`src/rtl/pll_rcfg_pkg.sv`:
```
// Shared types and register map for the RAM-clock PLL reconfiguration sequencer.
package pll_rcfg_pkg;

    typedef enum logic [2:0] {
        ST_IDLE      = 3'd0,
        ST_WR        = 3'd1,
        ST_GAP       = 3'd2,
        ST_PRST      = 3'd3,
        ST_WAIT_LOCK = 3'd4,
        ST_ERR       = 3'd5
    } state_t;

    // pll_cfg management register addresses
    localparam logic [5:0] REG_MODE  = 6'd0;
    localparam logic [5:0] REG_START = 6'd2;
    localparam logic [5:0] REG_N     = 6'd3;
    localparam logic [5:0] REG_M     = 6'd4;
    localparam logic [5:0] REG_C     = 6'd5;
    localparam logic [5:0] REG_K     = 6'd7;
    localparam logic [5:0] REG_BW    = 6'd8;
    localparam logic [5:0] REG_CP    = 6'd9;

    // Fixed data words: N counter bypassed, charge pump and bandwidth settings
    localparam logic [31:0] N_BYPASS = 32'h0001_0000;
    localparam logic [31:0] CP_VAL   = 32'd1;
    localparam logic [31:0] BW_VAL   = 32'd7;

endpackage

```
`src/rtl/pll_reconfig_seq_sync2.sv`:
```
// Two-flop synchronizer for a single asynchronous level into the clk domain.
module sync2 (
    input  logic clk,
    input  logic rst_n,
    input  logic d,
    output logic q
);

    logic meta_q;

    // Shift the async level through two flops
    always_ff @(posedge clk or negedge rst_n) begin
        if (!rst_n) begin
            meta_q <= 1'b0;
            q      <= 1'b0;
        end else begin
            meta_q <= d;
            q      <= meta_q;
        end
    end

endmodule

```
`src/rtl/pll_reconfig_seq.sv`:
```
// Sequencer that reprograms the RAM-clock PLL over its Avalon-MM management
// port, pulses the PLL reset and waits for a stable lock, retrying on timeout.
//
//  state      | meaning
//  -----------+-----------------------------------------------------------
//  IDLE       | waiting for start
//  WR         | mgmt write for current step held until waitrequest low
//  GAP        | idle spacing after an accepted write
//  PRST       | pll_reset asserted
//  WAIT_LOCK  | counting consecutive synced lock cycles, timeout running
//  ERR        | all attempts timed out; error raised, back to IDLE
module pll_reconfig_seq
    import pll_rcfg_pkg::*;
#(
    parameter int GAP_CYCLES   = 7,
    parameter int RST_CYCLES   = 8,
    parameter int LOCK_STABLE  = 1024,
    parameter int LOCK_TIMEOUT = 1000000,
    parameter int MAX_RETRY    = 2
) (
    input  logic        clk,
    input  logic        rst_n,
    input  logic        start,
    input  logic [31:0] m_val,
    input  logic [31:0] k_val,
    input  logic [31:0] c0_val,
    input  logic        mgmt_waitrequest,
    input  logic        pll_locked,
    output logic        mgmt_write,
    output logic [5:0]  mgmt_address,
    output logic [31:0] mgmt_writedata,
    output logic        pll_reset,
    output logic        busy,
    output logic        done,
    output logic        error,
    output logic [1:0]  attempt
);

    localparam int GAP_W = $clog2(GAP_CYCLES + 1);
    localparam int RST_W = $clog2(RST_CYCLES + 1);
    localparam int STB_W = $clog2(LOCK_STABLE + 1);
    localparam int TO_W  = $clog2(LOCK_TIMEOUT + 1);

    localparam logic [GAP_W-1:0] GAP_LOAD  = GAP_W'(GAP_CYCLES - 1);
    localparam logic [RST_W-1:0] RST_LOAD  = RST_W'(RST_CYCLES - 1);
    localparam logic [TO_W-1:0]  TO_LOAD   = TO_W'(LOCK_TIMEOUT - 1);
    localparam logic [STB_W-1:0] STB_LAST  = STB_W'(LOCK_STABLE - 1);
    localparam logic [STB_W-1:0] STB_MAX   = STB_W'(LOCK_STABLE);
    localparam logic [1:0]       RETRY_MAX = 2'(MAX_RETRY);

    state_t            state_q, state_d;
    logic [2:0]        step_q;
    logic [GAP_W-1:0]  gap_cnt_q;
    logic [RST_W-1:0]  rst_cnt_q;
    logic [TO_W-1:0]   to_cnt_q;
    logic [STB_W-1:0]  stable_cnt_q;
    logic [1:0]        attempt_q;
    logic [31:0]       m_q, k_q, c0_q;
    logic [31:0]       m_sh_q, k_sh_q, c0_sh_q;
    logic              pending_q, done_q, error_q;
    logic              lock_s;

    logic wr_accept, gap_end, rst_end, lock_timeout, lock_hit;
    logic can_retry, restart_req, run_over, start_now, rerun, retry;

    sync2 u_lock_sync (
        .clk   (clk),
        .rst_n (rst_n),
        .d     (pll_locked),
        .q     (lock_s)
    );

    assign wr_accept    = (state_q == ST_WR) && !mgmt_waitrequest;
    assign gap_end      = (state_q == ST_GAP) && (gap_cnt_q == '0);
    assign rst_end      = (state_q == ST_PRST) && (rst_cnt_q == '0);
    assign lock_timeout = (state_q == ST_WAIT_LOCK) && (to_cnt_q == '0);
    assign lock_hit     = (state_q == ST_WAIT_LOCK) && lock_s && (stable_cnt_q == STB_LAST);
    assign can_retry    = attempt_q < RETRY_MAX;
    // a start arriving in the finishing cycle counts as pending
    assign restart_req  = pending_q || start;
    // timeout wins over a same-cycle stable hit
    assign run_over     = lock_timeout ? !can_retry : lock_hit;
    assign start_now    = ((state_q == ST_IDLE) || (state_q == ST_ERR)) && start;
    assign rerun        = run_over && restart_req;
    assign retry        = lock_timeout && can_retry;

    // State register
    always_ff @(posedge clk or negedge rst_n) begin
        if (!rst_n) state_q <= ST_IDLE;
        else        state_q <= state_d;
    end

    // Next-state logic
    always_comb begin
        state_d = state_q;
        case (state_q)
            ST_IDLE:      if (start) state_d = ST_WR;
            ST_WR:        if (wr_accept) state_d = ST_GAP;
            ST_GAP:       if (gap_end) state_d = (step_q == 3'd7) ? ST_PRST : ST_WR;
            ST_PRST:      if (rst_end) state_d = ST_WAIT_LOCK;
            ST_WAIT_LOCK: begin
                if (lock_timeout)  state_d = (can_retry || restart_req) ? ST_WR : ST_ERR;
                else if (lock_hit) state_d = restart_req ? ST_WR : ST_IDLE;
            end
            ST_ERR:       state_d = start ? ST_WR : ST_IDLE;
            default:      state_d = ST_IDLE;
        endcase
    end

    // Step, timers, latched words, pending shadow and status flags
    always_ff @(posedge clk or negedge rst_n) begin
        if (!rst_n) begin
            step_q       <= '0;
            gap_cnt_q    <= '0;
            rst_cnt_q    <= '0;
            to_cnt_q     <= '0;
            stable_cnt_q <= '0;
            attempt_q    <= '0;
            m_q          <= '0;
            k_q          <= '0;
            c0_q         <= '0;
            m_sh_q       <= '0;
            k_sh_q       <= '0;
            c0_sh_q      <= '0;
            pending_q    <= 1'b0;
            done_q       <= 1'b0;
            error_q      <= 1'b0;
        end else begin
            if (start && busy) begin
                pending_q <= 1'b1;
                m_sh_q    <= m_val;
                k_sh_q    <= k_val;
                c0_sh_q   <= c0_val;
            end
            if (start_now) begin
                m_q  <= m_val;
                k_q  <= k_val;
                c0_q <= c0_val;
            end else if (rerun) begin
                m_q       <= start ? m_val  : m_sh_q;
                k_q       <= start ? k_val  : k_sh_q;
                c0_q      <= start ? c0_val : c0_sh_q;
                pending_q <= 1'b0;
            end

            if (start_now || rerun || retry)       step_q <= '0;
            else if (gap_end && step_q != 3'd7)    step_q <= step_q + 3'd1;

            if (start_now || rerun) attempt_q <= '0;
            else if (retry)         attempt_q <= attempt_q + 2'd1;

            if (wr_accept)                                     gap_cnt_q <= GAP_LOAD;
            else if (state_q == ST_GAP && gap_cnt_q != '0)     gap_cnt_q <= gap_cnt_q - 1'b1;

            if (gap_end && step_q == 3'd7)                     rst_cnt_q <= RST_LOAD;
            else if (state_q == ST_PRST && rst_cnt_q != '0)    rst_cnt_q <= rst_cnt_q - 1'b1;

            if (rst_end)                                       to_cnt_q <= TO_LOAD;
            else if (state_q == ST_WAIT_LOCK && to_cnt_q != '0) to_cnt_q <= to_cnt_q - 1'b1;

            if (rst_end)                      stable_cnt_q <= '0;
            else if (state_q == ST_WAIT_LOCK) begin
                if (!lock_s)                       stable_cnt_q <= '0;
                else if (stable_cnt_q != STB_MAX)  stable_cnt_q <= stable_cnt_q + 1'b1;
            end

            done_q <= lock_hit && !lock_timeout && !restart_req;

            if (start_now)                                           error_q <= 1'b0;
            else if (lock_timeout && !can_retry && !restart_req)     error_q <= 1'b1;
        end
    end

    // Outputs: write strobe, step decode and status
    always_comb begin
        mgmt_write     = (state_q == ST_WR);
        pll_reset      = (state_q == ST_PRST);
        busy           = (state_q == ST_WR) || (state_q == ST_GAP) ||
                         (state_q == ST_PRST) || (state_q == ST_WAIT_LOCK);
        done           = done_q;
        error          = error_q;
        attempt        = attempt_q;
        mgmt_address   = '0;
        mgmt_writedata = '0;
        if (state_q == ST_WR) begin
            case (step_q)
                3'd0: begin mgmt_address = REG_MODE;  mgmt_writedata = 32'd0;    end
                3'd1: begin mgmt_address = REG_M;     mgmt_writedata = m_q;      end
                3'd2: begin mgmt_address = REG_K;     mgmt_writedata = k_q;      end
                3'd3: begin mgmt_address = REG_N;     mgmt_writedata = N_BYPASS; end
                3'd4: begin mgmt_address = REG_C;     mgmt_writedata = c0_q;     end
                3'd5: begin mgmt_address = REG_CP;    mgmt_writedata = CP_VAL;   end
                3'd6: begin mgmt_address = REG_BW;    mgmt_writedata = BW_VAL;   end
                3'd7: begin mgmt_address = REG_START; mgmt_writedata = 32'd0;    end
                default: begin mgmt_address = '0;     mgmt_writedata = '0;       end
            endcase
        end
    end

endmodule

```
`config.mk`:
```
export PLATFORM = sky130hd
export DESIGN_NAME = pll_reconfig_seq
export DESIGN_NICKNAME = d
export VERILOG_FILES = /design/src/rtl/pll_rcfg_pkg.sv /design/src/rtl/pll_reconfig_seq_sync2.sv /design/src/rtl/pll_reconfig_seq.sv
export SDC_FILE = /design/constraint.sdc
export NUM_CORES = 1
export LEC_CHECK = 0
export BUFFER_PORTS_ARGS = -buffer_cell sky130_fd_sc_hd__buf_4
export CORE_ASPECT_RATIO = 0.6
export CORE_MARGIN = 2
export CORE_UTILIZATION = 61
export CTS_BUF_LIST = sky130_fd_sc_hd__clkbuf_8
export DETAILED_ROUTE_END_ITERATION = 10
export PLACE_DENSITY_LB_ADDON = 0.15
export REMOVE_ABC_BUFFERS = 1
export SYNTH_ARGS = -nofsm -noshare
export SYNTH_HDL_FRONTEND = slang
export SYNTH_HIERARCHICAL = 1
export SYNTH_SLANG_ARGS = --single-unit
export TNS_END_PERCENT = 20
```
`constraint.sdc`:
```
create_clock -name clk -period 3.26 [get_ports clk]
set_input_delay 0.326 -clock clk [delete_from_list [all_inputs] [get_ports clk]]
set_output_delay 0.326 -clock clk [all_outputs]
set_load 0.05 [all_outputs]
```
==> impl_metrics.tcl <==
set metrics [dict create \
    synth-seq-cells 243 \
    ios 146 \
    leakage_nw 5.932 \
    die_x_um 185.3 \
    viasPerCell 6.011 \
    worst_slew_pin_slew_ps 1153 \
    dr.pass1.iters 8 \
    start_util_pct 62.75 \
    fmaxAchievable_mhz 322.6 \
    n_fill_cell 1409 \
    status "completed" \
    rsz0062_at_grt "false" \
    synthCells 1156 \
    multiInputGateArea_um2 5438 \
    clk_latency_ps 530 \
    cts_max_level 2 \
    synth_warnings 6 \
    gp_congestion 0.8362 \
    antenna_left 0 \
    swShare_pct 33.91 \
    critical_path_class "reg2out" \
    power.share.clock_pct 21.6 \
    drv_cap 0 \
    clk_pin_slew_ps 70 \
    cp-end-kind "output pin" \
    hold_class "in2reg" \
    holdWs_ps 38.46 \
    p_total_w 0.01169 \
    worst_slack_ps 160.1 \
    area_growth_pct 17.02 \
    placed_cells 1498 \
    regArea_um2 6085 \
    core_um2 19180 \
    crit_path_start_kind "flop" \
    dpl_worst_slack_ps 235.4 \
    drcViolationCount 0 \
    p_seq_share_pct 43.2 \
    power_density_nw_per_um2 830.0 \
    cp.arrival_ps 2770 \
    finalCritPeriodShare_pct 95.09 \
    antenna_cells 0 \
    num_rows 39 \
    setup_viol 0 \
    antenna_found_initial 0 \
    die_h_um 112.8 \
    vias 9413 \
    cts_root_buffer "clkbuf_8" \
    portBuffers 143 \
    synth_flop_cell "dfrtp_1" \
    cts_buffers 37 \
    drt_iter0_markers 859 \
    cts_buffer_depth 3 \
    syn_area_per_cell_um2 10.41 \
    finalHoldViolCount 0 \
    clock_sinks 243 \
    ff2ff_setup_slack_ps 190 \
    drive_gt1_share_pct 25.23 \
    cts_tree "built" \
    synth_seq_area_share_pct 50.54 \
    critPathMaxFanout 20 \
    internal_power_w 0.007724 \
    synth_edf_count 0 \
    max_slew_margin_pct 23.16 \
    skew_ps 31.02 \
    grt_pass1_vias 9158 \
    final_nets 1387 \
    peakVddDrop_uv 484.4 \
    cts.repair.resized 0 \
    grt_max_degree 177 \
    grt.total_usage_pct 28.18 \
    combPwrFrac_pct 35.1 \
    crit_required_ps 2930 \
    wl_per_cell_um 18.49 \
    fin_crit_ps 3100 \
    dp_hpwl_mm 18.26 \
    drv_slew 0 \
    switchingPower_w 0.003963 \
    yosysUniqueCellTypes 54 \
    drt_wl_total_mm 28.96 \
    async_flop_share_pct 100.0 \
    synthesis.area_um2 12030 \
    grt-ovfl-total 0 \
    grt_pass1_wl_mm 46.96 \
    die_area_um2 20900 \
    setup_tns_ps 0 \
    layout.cells.non_filler 1566 \
]
-- critical path, stage by stage (launching register included) --
cell      delay (ps)
dfrtp_1          560
inv_1            170
ha_1             290
nor4b_2          280
buf_4            350
a222oi_1         110
nor2_1           220
buf_4            260
-- path summary, 6_finish.rpt --
check	cells after the start	end	start
worst min-delay path	2	m_sh_q[20]	m_val[20]
min in group asynchronous	2	to_cnt_q[5]	rst_n
worst max register to register	6	c0_q[13]	to_cnt_q[9]
worst max-delay path	7	mgmt_writedata[28]	step_q[2]
worst min register to register	0	u_lock_sync/q	u_lock_sync/meta_q
max in group asynchronous	3	c0_sh_q[17]	rst_n
-- cell usage after synthesis (all sizes together), types with 2 or more instances --
cell type / count / area, um2
a222oi: 28 / 280.3
mux2: 94 / 1059
o2111ai: 3 / 26.28
nand2: 36 / 135.1
or4: 5 / 41.29
o221ai: 3 / 26.28
o211ai: 5 / 37.54
nor2b: 96 / 600.6
o22a: 96 / 840.8
a221oi: 2 / 17.52
nand4: 13 / 81.33
xnor2: 15 / 131.4
a21oi: 110 / 550.5
nand3b: 2 / 15.01
mux2i: 2 / 20.02
or3: 6 / 37.54
ha: 13 / 162.7
nor4: 7 / 43.79
inv: 18 / 67.56
nor4b: 5 / 43.79
nor3: 14 / 75.07
xor2: 16 / 140.1
a211oi: 4 / 30.03
nand4b: 3 / 26.28
nand2b: 4 / 25.02
nor3b: 3 / 22.52
buf: 21 / 214.0
nand3: 12 / 65.06
and2: 3 / 18.77
dfrtp: 243 / 6081
o21ai: 16 / 80.08
nor2: 169 / 634.4
clkbuf: 73 / 274.0
a31oi: 3 / 18.77
-- state kept, by name (all words and copies together) (netlist names), 3 cells and up --
signal        cells
m_sh_q           32
k_q              32
stable_cnt_q     11
m_q              32
rst_cnt_q         4
to_cnt_q         20
gap_cnt_q         3
c0_q             32
step_q            3
c0_sh_q          32
k_sh_q           32
state_q           3
-- repair_timing --
action                                 4_1_cts  5_1_grt
endpoints found under the hold margin       95        0
setup buffers                                0        0
hold buffers                                 2        0
-- per-stage QoR --
step	area (um2)	util, %
CTS	14080	73.43
floorplan	11550	-
global route	14080	73.43
global placement	13310	69.41
finish	14080	73.43
detailed placement	13310	69.41
-- layout by cell type, fill, tap and decap left out, types with 4 or more instances in the layout --
| cell | instances |
|---|---|
| a211oi_1 | 4 |
| a21oi_1 | 110 |
| a222oi_1 | 28 |
| buf_12 | 9 |
| buf_4 | 159 |
| clkbuf_8 | 49 |
| clkinv_2 | 6 |
| dfrtp_1 | 242 |
| ha_1 | 13 |
| inv_1 | 28 |
| mux2_2 | 94 |
| nand2_1 | 35 |
| nand3_1 | 11 |
| nand4_1 | 13 |
| nor2_1 | 169 |
| nor2b_1 | 95 |
| nor3_1 | 13 |
| nor4_1 | 7 |
| nor4b_1 | 4 |
| o211ai_1 | 5 |
| o21ai_0 | 14 |
| o22a_1 | 96 |
| or3_1 | 5 |
| or4_1 | 4 |
| xnor2_1 | 15 |
| xor2_1 | 16 |
-- power by group through the flow --
| stage | clock network, W | logic [W] | registers [W] |
|---|---|---|---|
| 5_1_grt | 0.00273 | 0.00449 | 0.00520 |
| 3_3_place_gp | 0 | 0.00395 | 0.00501 |
| 6_report | 0.00253 | 0.00410 | 0.00505 |
| 4_1_cts | 0.00258 | 0.00412 | 0.00504 |
| 2_1_floorplan | 0 | 0.00308 | 0.00489 |
| 3_5_place_dp | 0 | 0.00410 | 0.00509 |
-- final cells by class --
class                           count  area share [%]
Sequential cell                   243           43.21
Multi-Input combinational cell    802           38.62
Timing Repair Buffer              171           10.01
Clock buffer                       49           4.789
Tap cell                          266           2.364
Clock inverter                     17          0.5331
Inverter                           18          0.4798
-- layer usage --
layer  part of all wire (%)  track usage, %  vias to the layer above
met5                      0               0                        -
met4                    1.6           6.614                        0
met3                    8.0           6.115                       46
met2                     43           41.09                      364
met1                     47           43.27                     4618
li1                       -               -                     4385
-- kinds of logic (layout without fill, tap and decap cells) --
logic type	count (synthesis)	count (layout)	synth area share [%]
other	1	2	0.03116
xor gates and xnor gates	31	31	2.256
and+or+nand+nor	383	383	15.89
adders and majority gates	13	13	1.352
DFF	243	243	50.54
AOI/OAI and AO/OA	277	277	16.36
muxes	96	96	8.963
buffers and inverters	112	255	4.617
(Power assumes the default switching activity.)
